[src/rtl/tff_add_bank_pkg.sv]
// Shared types for the toggle-flip-flop scaled adder bank: FSM encoding and the
// per-bit output select used by every channel.
package tff_add_bank_pkg;

  typedef enum logic [1:0] {
    S_IDLE = 2'd0,
    S_RUN  = 2'd1,
    S_DONE = 2'd2
  } state_t;

  localparam int CH_DEF    = 4;
  localparam int LEN_W_DEF = 8;

  // Agreeing inputs pass straight through; disagreeing ones are arbitrated by the toggle.
  function automatic logic tff_sel(input logic a, input logic b, input logic q);
    return (a == b) ? a : q;
  endfunction

endpackage

[src/rtl/tff_add_cell.sv]
// One channel of the scaled adder: toggle state Q, registered output y and the
// frame ones counter.
module tff_add_cell
  import tff_add_bank_pkg::*;
#(
  parameter int LEN_W = LEN_W_DEF
) (
  input  logic             clk,
  input  logic             rst,
  input  logic             load,
  input  logic             ini,
  input  logic             accept,
  input  logic             clr,
  input  logic             a,
  input  logic             b,
  output logic             y,
  output logic [LEN_W-1:0] cnt
);

  logic             q_q, q_d;
  logic             y_q, y_d;
  logic [LEN_W-1:0] cnt_q, cnt_d;

  always_comb begin
    q_d   = q_q;
    y_d   = y_q;
    cnt_d = cnt_q;
    if (clr) begin
      cnt_d = '0;
    end else if (load) begin
      q_d   = ini;
      cnt_d = '0;
    end else if (accept) begin
      y_d = tff_sel(a, b, q_q);
      if (a != b) begin
        q_d = ~q_q;
      end
      cnt_d = cnt_q + {{(LEN_W-1){1'b0}}, y_d};
    end
  end

  always_ff @(posedge clk or posedge rst) begin
    if (rst) begin
      q_q   <= 1'b0;
      y_q   <= 1'b0;
      cnt_q <= '0;
    end else begin
      q_q   <= q_d;
      y_q   <= y_d;
      cnt_q <= cnt_d;
    end
  end

  assign y   = y_q;
  assign cnt = cnt_q;

endmodule

[src/rtl/tff_add_bank.sv]
// Bank of CH TFF scaled adders with a framing controller that counts output ones
// over a programmed length. Optional abort input enabled by TFF_ADD_BANK_ABORT_EN.
module tff_add_bank
  import tff_add_bank_pkg::*;
#(
  parameter int CH    = CH_DEF,
  parameter int LEN_W = LEN_W_DEF
) (
  input  logic                clk,
  input  logic                rst,
  input  logic                start,
  input  logic [LEN_W-1:0]    len,
  input  logic [CH-1:0]       ini,
  input  logic                in_valid,
`ifdef TFF_ADD_BANK_ABORT_EN
  input  logic                abort,
`endif
  input  logic [CH-1:0]       a,
  input  logic [CH-1:0]       b,
  output logic [CH-1:0]       y,
  output logic                y_valid,
  output logic                busy,
  output logic                done,
  output logic [CH*LEN_W-1:0] cnt
);

  state_t           state_q, state_d;
  logic [LEN_W-1:0] rem_q, rem_d;
  logic             y_valid_q, y_valid_d;
  logic             done_q, done_d;
  logic             load, accept, clr;
  logic             abort_w;

`ifdef TFF_ADD_BANK_ABORT_EN
  assign abort_w = abort;
`else
  assign abort_w = 1'b0;
`endif

  always_comb begin
    state_d   = state_q;
    rem_d     = rem_q;
    y_valid_d = 1'b0;
    done_d    = 1'b0;
    load      = 1'b0;
    accept    = 1'b0;
    clr       = 1'b0;
    case (state_q)
      S_IDLE: begin
        if (start && (len != '0)) begin
          load    = 1'b1;
          rem_d   = len;
          state_d = S_RUN;
        end
      end
      S_RUN: begin
        // Abort wins over a sample presented on the same edge.
        if (abort_w) begin
          clr     = 1'b1;
          rem_d   = '0;
          state_d = S_IDLE;
        end else if (in_valid) begin
          accept    = 1'b1;
          y_valid_d = 1'b1;
          rem_d     = rem_q - 1'b1;
          if (rem_q == {{(LEN_W-1){1'b0}}, 1'b1}) begin
            state_d = S_DONE;
            done_d  = 1'b1;
          end
        end
      end
      S_DONE: begin
        state_d = S_IDLE;
      end
      default: begin
        state_d = S_IDLE;
      end
    endcase
  end

  always_ff @(posedge clk or posedge rst) begin
    if (rst) begin
      state_q   <= S_IDLE;
      rem_q     <= '0;
      y_valid_q <= 1'b0;
      done_q    <= 1'b0;
    end else begin
      state_q   <= state_d;
      rem_q     <= rem_d;
      y_valid_q <= y_valid_d;
      done_q    <= done_d;
    end
  end

  assign busy    = (state_q == S_RUN);
  assign done    = done_q;
  assign y_valid = y_valid_q;

  for (genvar i = 0; i < CH; i++) begin : g_cell
    tff_add_cell #(
      .LEN_W (LEN_W)
    ) u_cell (
      .clk    (clk),
      .rst    (rst),
      .load   (load),
      .ini    (ini[i]),
      .accept (accept),
      .clr    (clr),
      .a      (a[i]),
      .b      (b[i]),
      .y      (y[i]),
      .cnt    (cnt[i*LEN_W +: LEN_W])
    );
  end

endmodule

[config.mk]
export PLATFORM = sky130hd
export DESIGN_NAME = tff_add_bank
export DESIGN_NICKNAME = d
export VERILOG_FILES = /design/src/rtl/tff_add_bank_pkg.sv /design/src/rtl/tff_add_cell.sv /design/src/rtl/tff_add_bank.sv
export SDC_FILE = /design/constraint.sdc
export NUM_CORES = 1
export LEC_CHECK = 0
export CORE_MARGIN = 4
export CORE_UTILIZATION = 30
export DETAILED_ROUTE_END_ITERATION = 16
export GPL_ROUTABILITY_DRIVEN = 0
export PLACE_DENSITY = 0.58
export SLEW_MARGIN = 10
export SYNTH_ARGS = -nofsm -noshare
export SYNTH_HDL_FRONTEND = slang
export SYNTH_HIERARCHICAL = 1
export SYNTH_SLANG_ARGS = --single-unit
[constraint.sdc]
create_clock -name clk -period 2.2 [get_ports clk]
set_clock_uncertainty 0.1 [all_clocks]
set_input_delay 0.44 -clock clk [delete_from_list [all_inputs] [get_ports clk]]
set_output_delay 0.44 -clock clk [all_outputs]
set_load 0.01 [all_outputs]
==> results.md, run 1 <==
Critical path:
- Data arrives at the worst endpoint at 2.32 ns.
- For the worst setup path, the data required time is 2.32 ns.
- In this run the register-to-register setup slack is 0.38 ns.
- The nature of the critical path startpoint is an input port.
- Measured in cells, the most critical reg-to-reg path has a length of 6.
- STA classifies the critical path endpoint as a register.
- Of all nets on the critical path, the largest fanout is 9.
- The endpoint identified for the worst register-to-register timing path is g_cell[1].u_cell/cnt[5]$_DFFE_PP0P_.
- The kind of critical path is input port to register.
- The launch instance of the worst register-to-register path is state_q[1]$_DFFE_PP0P_.

CTS:
- The library cell used as clock root buffer is sky130_fd_sc_hd__clkbuf_8.
- The TritonCTS sink count is 52.
- TritonCTS built the clock tree.
- The source-to-sink clock delay at the later pin of the worst-skew pair is 0.30 ns.
- The number of buffers inserted during clock tree synthesis is 5.
- Hold repair after CTS inserted 0 buffers.
- Clock-pin slew was measured on the worst setup and hold paths at 0.10 ns.
- The clock passes through at most 2 buffers.
- The CTS H-tree depth is 2.

Power:
- The completed layout was analyzed and its total power is 3050 uW.
- Power spread over the standard cell area amounts to 767 mW/mm2.
- The worst-case IR drop observed on VDD is 0.345 mV.
- The leakage component of the power is 0.00182 uW.

Synth:
- Synthesis produced a netlist whose cell count is 282.
- The synthesized design contains 52 register bits.
- Among all flip-flop cells after synthesis, the most frequent one is sky130_fd_sc_hd__dfrtp_1.
- Summing the areas of all and, or, nand and nor instances in the mapped netlist gives 24.1% of the synthesized area.
- The dominant combinational cell family by area after synthesis is simple AND/OR/NAND/NOR gates.
- The synthesized netlist contains 36 unique library cells.
- The total of warnings raised by yosys is 6.
- The fraction of the mapped netlist area in compound gates is 9.95%.
- The average size of a mapped cell is 9.95 um2.
- The mapped netlist covers 0.00281 mm2.
- The xor and xnor fraction of the mapped netlist area is 5.31%.
- The share of synthesized area spent on multiplexers is 5.17%.
- The adder-cell share of the synthesized area is 5.89%.
- In the synthesized netlist the async set-or-reset flop fraction comes to 100%.
- The number of flops mapped to enable cells by yosys is 0.
- Summing the sequential cell areas from Yosys gives 46.4% of the chip area.

Global routing:
- The overall track demand over capacity in global routing is 12.6%.
- The wire length of the first global-routing pass is 11500 um.
- The initial antenna violation count came to 0.
- The via count of the first global-routing pass is 2424.
- The remaining global-route overflow is 0.
- The pin count of the biggest net entering global routing is 19.

Layout:
- The layout overhead on the synthesized area is 41.6%.
- The number of nets in the layout is 423.
- The leading cell type in the layout, fill and taps excluded is sky130_fd_sc_hd__clkdlybuf4s50_1.
- For this run, the number of standard cells in the final layout without fillers is 501.
- Leaving out fill and tap cells, the most frequent cells in the layout are 55 x sky130_fd_sc_hd__clkdlybuf4s50_1, 52 x sky130_fd_sc_hd__dfrtp_1, 27 x sky130_fd_sc_hd__nor2_1, 27 x sky130_fd_sc_hd__buf_4, 20 x sky130_fd_sc_hd__a21oi_1.
- The number of diodes is 0.
- In the final layout, the share of cells above drive strength 1 is 15.6%.

Hold path:
- The origin of the worst min-delay path is len[6].
- The class of the tightest hold or removal check is input port to register.
- The worst hold path terminates at rem_q[6]$_DFFE_PP0P_.
- The number of cells traversed by the worst hold path is 3.

Timing:
- Subtracting the final worst setup slack from the clock period gives 2.19 ns.
- Setup repair after global routing could not meet its margin everywhere.
- The worst slew margin relative to its limit is 59.7%.
- For this run, the top clock speed supported by timing is 456 MHz.
- The slew at the pin closest to its max-slew limit is 0.599 ns.
- Setup violations remaining at the end of the flow were counted as 0.
- The hold violation count in the final report came to 0.
- The number of slew-limit violations in the final report is 0.
- The share of the clock period used by the worst path is 99.7%.
- Adding up every negative setup slack in the final design gives 0 ns.

Route:
- The routed layout has 2453 vias.
- The ratio of routed vias to standard cells is 4.90.
- For this block, the initial DRC count from the detailed router was 97.
- The iteration count of the initial detailed-routing pass is 4.
- The antenna violation net count after detailed routing is 0.
- After detailed routing, the average wire length per cell comes to 14.0 um.
- The routed wire length is 7000 um.
- In the routed design, unresolved DRC markers number 0.

Placement:
- During placement, the flow inserted port buffers numbering 62.
- The half-perimeter wire length of the detailed placement result is 5180 um.
- The number of placed instances, taps included, is 490.

Die:
- The effective utilization at floorplan is 30.6%.
- The number of top-level pins is 63.
- From bottom edge to top edge, the die measures 105 um.
- In this run the horizontal extent of the chip is 105 um.
- The region available for standard cell placement spans 0.00915 mm2.
- The row count is 35.
- The die covers 0.0110 mm2.

Outcome:
- The flow ran to the end, and the final reports show no timing, DRC or antenna violations.

Flow run:
- Max-cap violations in this run came to 0.
[state kept, by name, indices dropped and copies added, names as in the netlist]
| register | count |
|---|---|
| g_cell.u_cell/cnt | 32 |
| done | 1 |
| g_cell.u_cell/y | 4 |
| rem_q | 8 |
| y_valid | 1 |
| state_q | 2 |
| g_cell.u_cell/q_q | 4 |
[what timing repair did]
item	4_1_cts	5_1_grt
endpoints found under the setup margin	1	17
gates resized for setup	1	17
gates cloned	0	2
pin swaps	0	4
buffers inserted	0	1
[synth_stat cells (2+ instances only)]
| library cell | number | area, um2 |
|---|---|---|
| sky130_fd_sc_hd__dfrtp_1 | 52 | 1300 |
| sky130_fd_sc_hd__nor2_1 | 31 | 116 |
| sky130_fd_sc_hd__a21oi_1 | 20 | 100 |
| sky130_fd_sc_hd__xor2_1 | 17 | 149 |
| sky130_fd_sc_hd__o21ai_0 | 16 | 80.1 |
| sky130_fd_sc_hd__nand4_1 | 15 | 93.8 |
| sky130_fd_sc_hd__nand2_1 | 13 | 48.8 |
| sky130_fd_sc_hd__or3_1 | 12 | 75.1 |
| sky130_fd_sc_hd__nand3_1 | 11 | 55.1 |
| sky130_fd_sc_hd__ha_1 | 10 | 125 |
| sky130_fd_sc_hd__mux2i_1 | 10 | 100 |
| sky130_fd_sc_hd__inv_1 | 9 | 33.8 |
| sky130_fd_sc_hd__o211ai_1 | 6 | 45.0 |
| sky130_fd_sc_hd__and2_1 | 5 | 31.3 |
| sky130_fd_sc_hd__and3b_1 | 4 | 35.0 |
| sky130_fd_sc_hd__buf_4 | 4 | 30.0 |
| sky130_fd_sc_hd__clkbuf_1 | 4 | 15.0 |
| sky130_fd_sc_hd__maj3_1 | 4 | 40.0 |
| sky130_fd_sc_hd__mux2_2 | 4 | 45.0 |
| sky130_fd_sc_hd__nand2b_1 | 4 | 25.0 |
| sky130_fd_sc_hd__nand4_2 | 4 | 50.1 |
| sky130_fd_sc_hd__nand4b_1 | 4 | 35.0 |
| sky130_fd_sc_hd__nor3_1 | 4 | 20.0 |
| sky130_fd_sc_hd__or2_2 | 4 | 25.0 |
| sky130_fd_sc_hd__a211oi_1 | 2 | 15.0 |
| sky130_fd_sc_hd__nor3b_1 | 2 | 15.0 |
| sky130_fd_sc_hd__or4_4 | 2 | 22.5 |
[power by group]
part	total, uW	internal [uW]	switching, uW	leakage, uW
Clock	579	255	323	0.0000434
Combinational	1160	607	553	0.00111
Sequential	1310	1130	178	0.000671
[worst max-delay path, cell delays in order]
cell                              delay [ns]
sky130_fd_sc_hd__clkdlybuf4s50_1        0.41
sky130_fd_sc_hd__or4_4                  0.43
sky130_fd_sc_hd__o211ai_4               0.30
sky130_fd_sc_hd__clkinv_2               0.25
sky130_fd_sc_hd__or2_4                  0.33
sky130_fd_sc_hd__a21oi_1                0.15
[layer usage]
metal / part of all wire [%] / track usage (%) / up-vias
met4: 1.0 / 3.84 / 0
met3: 4.3 / 2.47 / 5
met1: 45 / 16.3 / 1178
met5: 0 / 0 / -
met2: 49 / 21.2 / 62
li1: - / - / 1208
[area by class of cell]
| type | instances | area (um2) |
|---|---|---|
| inverter | 10 | 42.5 |
| timing repair inverter | 2 | 10.0 |
| multi-input combinational | 227 | 1500 |
| timing repair buffer | 91 | 881 |
| fill | 912 | 5180 |
| clock inverter | 2 | 15.0 |
| sequential | 52 | 1300 |
| clock buffer | 6 | 82.6 |
| tap | 111 | 139 |
[cells by family after synthesis]
family,count (synthesis)
AND/OR/NAND/NOR,119
adder cells (fa/ha/maj),14
AO/OA/AOI/OAI,47
multiplexers,14
buffers and inverters,18
other,1
XOR/XNOR,17
flip-flops,52
[through the flow]
step / setup slack [ns] / hold WS [ns] / util, % / area, um2
after floorplan: 0.0551 / 0.180 / - / 2860
final: 0.00623 / 0.337 / 43.4 / 3970
after detailed placement: -0.333 / 0.403 / 41.6 / 3810
after global routing: -0.0300 / 0.351 / 43.4 / 3970
after CTS: 0.0149 / 0.421 / 42.7 / 3910
after global placement: -0.241 / 0.404 / 41.6 / 3810
[how the worst max path moves through the flow]
stage                                           to  startpoint
4_1_cts        g_cell[2].u_cell/cnt[6]$_DFFE_PP0P_      len[6]
3_5_place_dp   g_cell[1].u_cell/cnt[6]$_DFFE_PP0P_      len[6]
2_1_floorplan  g_cell[0].u_cell/cnt[5]$_DFFE_PP0P_      len[2]
5_1_grt        g_cell[1].u_cell/cnt[6]$_DFFE_PP0P_      len[2]
6_report       g_cell[1].u_cell/cnt[6]$_DFFE_PP0P_      len[2]
3_3_place_gp        g_cell[0].u_cell/y$_DFFE_PP0P_      len[2]
Power figures use the tool's default switching activity.
==> inputs of run 2 (changes only) <==
==> constraint.sdc (replaced) <==
create_clock -name clk -period 2.8 [get_ports clk]
set_clock_uncertainty 0.1 [all_clocks]
set_input_delay 0.56 -clock clk [delete_from_list [all_inputs] [get_ports clk]]
set_output_delay 0.56 -clock clk [all_outputs]
set_load 0.01 [all_outputs]
==> results.md, run 2 (synthesized netlist as in run 1, its figures left out) <==
Outcome:
- Outcome: finished, final reports clean (unchanged).

Die:
- The row count is 35 (unchanged).
- The die extent in y is 105 um (unchanged).
- The effective utilization at floorplan is 30.6% (unchanged).
- The number of top-level pins came to 63 (unchanged).
- The die outline width is 105 um (unchanged).
- The die outline area is 0.0110 mm2 (unchanged).
- The placeable core area came to 0.00915 mm2 (unchanged).

Layout:
- The number of diodes is 0 (unchanged).
- Commonest cells after routing, fill and taps aside: 62 x sky130_fd_sc_hd__clkdlybuf4s50_1, 52 x sky130_fd_sc_hd__dfrtp_1, 31 x sky130_fd_sc_hd__nor2_1, 20 x sky130_fd_sc_hd__a21oi_1, 17 x sky130_fd_sc_hd__xor2_1 (was 55 x sky130_fd_sc_hd__clkdlybuf4s50_1, 52 x sky130_fd_sc_hd__dfrtp_1, 27 x sky130_fd_sc_hd__nor2_1, 27 x sky130_fd_sc_hd__buf_4, 20 x sky130_fd_sc_hd__a21oi_1).
- The multi-input logic area is 0.00148 mm2 (was 0.00150 mm2).
- The number of nets in the layout came to 395 (was 423).
- The fraction of final layout cells sized beyond drive strength 1 is 7.18% (was 15.6%).
- The filler-free cell count of the finished design is 473 (was 501).
- The layout overhead on the synthesized area is 32.4% (was 41.6%).
- The finished layout cell area is 0.00371 mm2 (was 0.00397 mm2).
- The number of flip-flops under the largest register name came to 32 (unchanged).
- The sequential cell area is 0.00130 mm2 (unchanged).
- The number of fill cells is 886 (was 912).
- The leading cell type in the layout, fill and taps excluded is sky130_fd_sc_hd__clkdlybuf4s50_1 (unchanged).

Global routing:
- The initial antenna violation count is 0 (unchanged).
- The pin count of the biggest net entering global routing came to 25 (was 19).
- The via count of the first global-routing pass was 2276 (was 2424).
- The fraction of met3 tracks used by global routing came to 2.47% (unchanged).
- The remaining global-route overflow was 0 (unchanged).
- The wire length of the first global-routing pass came to 10900 um (was 11500 um).
- The layer carrying the most global-route usage was met2 (unchanged).
- The overall track demand over capacity in global routing is 11.9% (was 12.6%).
- The met2 capacity usage during global routing is 19.4% (was 21.2%).
- The met1 demand-to-capacity share in global routing is 15.8% (was 16.3%).

CTS:
- The cts-stage hold buffer count is 0 (unchanged).
- The post-cts repair resize count came to 0 (was 1).
- The maximum count of clock buffers along a single path is 2 (unchanged).
- The library cell used as clock root buffer is sky130_fd_sc_hd__clkbuf_8 (unchanged).
- The clock input transition at the sequential cells of the worst setup and hold paths came to 0.09 ns (was 0.10 ns).
- The number of buffers inserted during clock tree synthesis was 5 (unchanged).
- The CTS H-tree depth is 2 (unchanged).
- The TritonCTS sink count is 52 (unchanged).
- The TritonCTS clock tree is built (unchanged).
- The post-CTS setup buffer count is 0 (unchanged).
- The source-to-sink clock delay at the later pin of the worst-skew pair is 0.30 ns (about the same).

Critical path:
- The nature of the critical path startpoint is a register (was input port).
- The kind of critical path is register to primary output (was input port to register).
- The category of the worst setup path capture point is a primary output (was register).
- The required time of the worst setup path is 2.14 ns (was 2.32 ns).
- The library cell contributing the largest single delay on the critical path is sky130_fd_sc_hd__clkdlybuf4s50_1 (was sky130_fd_sc_hd__or4_4).
- The maximum cell stage delay along the critical path was 0.61 ns (was 0.43 ns).
- The top fanout value on the critical path is 7 (was 9).
- Worst-path cell chain: nor2b_1 -> clkdlybuf4s50_1 (was clkdlybuf4s50_1 -> or4_4 -> o211ai_4 -> clkinv_2 -> or2_4 -> a21oi_1).
- The data arrival time at the worst-slack endpoint is 1.76 ns (was 2.32 ns).

Route:
- The overall via count from detail_route is 2295 (was 2453).
- The iteration count of the initial detailed-routing pass was 4 (unchanged).
- The total DRC errors in the routed layout is 0 (unchanged).
- The routed wire length was 6330 um (was 7000 um).
- The routed length per placed instance is 13.4 um (was 14.0 um).
- The antenna violation net count after detailed routing was 0 (unchanged).
- The ratio of routed vias to standard cells is 4.85 (was 4.90).
- The number of design-rule violations left by the first detailed-router iteration is 93 (was 97).

Timing:
- The hold violation count in the final report is 0 (unchanged).
- The slew at the pin closest to its max-slew limit is 0.630 ns (was 0.599 ns).
- The worst slew margin relative to its limit is 57.6% (was 59.7%).
- Setup repair after global routing missed its margin: no (was yes).
- The final worst hold slack was 0.420 ns (was 0.337 ns).
- The post-route setup TNS was 0 ns (unchanged).
- The final setup violation count is 0 (unchanged).
- The number of slew-limit violations in the final report was 0 (unchanged).
- The maximum frequency from static timing analysis is 414 MHz.
- The share of the clock period used by the worst path is 86.3%.
- The clock period minus final worst setup slack is 2.42 ns.

Power:
- The reported net switching power is 773 uW (was 1050 uW).
- The proportion of power drawn by the clock network is 19.7% (was 19.0%).
- The leakage component of the power was 0.00162 uW (was 0.00182 uW).
- The worst IR drop on VDD came to 0.243 mV (was 0.345 mV).
- The internal power summed over all cells is 1490 uW (was 1990 uW).
- The net switching fraction of the power was 34.1% (was 34.6%).
- The fraction of power consumed by sequential logic is 45.3% (was 42.9%).
- The part of the power in combinational logic is 35.0% (was 38.1%).
- The total power divided by cell area is 610 mW/mm2 (was 767 mW/mm2).
- The power after layout came to 2270 uW (was 3050 uW).

Hold path:
- The class of the tightest hold or removal check is register to register (was input port to register).

Placement:
- The number of placed cells counting well taps came to 465 (was 490).
- The standard cell area after detailed placement was 0.00362 mm2 (was 0.00381 mm2).
- The number of buffers added on ports is 62 (unchanged).
- The half-perimeter wire length of the detailed placement result came to 4800 um (was 5180 um).

Flow run:
- The number of max-cap violations is 0 (unchanged).
run 2: layout make-up:
class                      instances  share of cell area [%]
inverter                          10                    1.08
tap                              111                    3.74
sequential                        52                    35.0
timing repair buffer              65                    18.0
clock buffer                       8                    2.43
multi-input combinational        227                    39.7
run 2: worst max-delay path: cells and delay by family, from the launching register on:
| kind | cells | cell delay [ns] |
|---|---|---|
| flip-flops | 1 | 0.48 |
| AND/OR/NAND/NOR | 1 | 0.36 |
| buffers and inverters | 1 | 0.61 |
run 2: worst paths after layout:
path | startpoint | end | slack, ns | depth (start not counted)
worst max register to register | state_q[1]$_DFFE_PP0P_ | g_cell[1].u_cell/cnt[5]$_DFFE_PP0P_ | 0.91 | 6
worst max-delay path | state_q[0]$_DFFE_PP0P_ | busy | 0.38 | 2
worst min register to register | rem_q[6]$_DFFE_PP0P_ | rem_q[6]$_DFFE_PP0P_ | 0.42 | 1
max in group asynchronous | rst | rem_q[0]$_DFFE_PP0P_ | 1.60 | 2
min in group asynchronous | rst | g_cell[3].u_cell/cnt[4]$_DFFE_PP0P_ | 0.62 | 2
worst min-delay path | rem_q[6]$_DFFE_PP0P_ | rem_q[6]$_DFFE_PP0P_ | 0.42 | 1
run 2: power groups by stage:
stage / registers, uW / logic (uW) / clock network [uW]
2_1_floorplan: 1030 / 493 / 0
3_3_place_gp: 1040 / 786 / 0
3_5_place_dp: 1040 / 809 / 0
4_1_cts: 1030 / 811 / 470
5_1_grt: 1050 / 896 / 499
6_report: 1030 / 794 / 447
run 2: stage by stage:
stage               worst slack, ns  utilization [%]
floorplan                     0.535                -
global placement              0.218             39.6
finish                        0.383             40.6
CTS                           0.379             40.6
global route                  0.218             40.6
detailed placement            0.166             39.6
run 2: layer usage:
metal	up-vias	routed length, um	share of wire, %
li1	1159	-	-
met4	0	82	1.3
met1	1080	2940	46
met2	49	3070	49
met3	7	238	3.8
met5	-	0	0
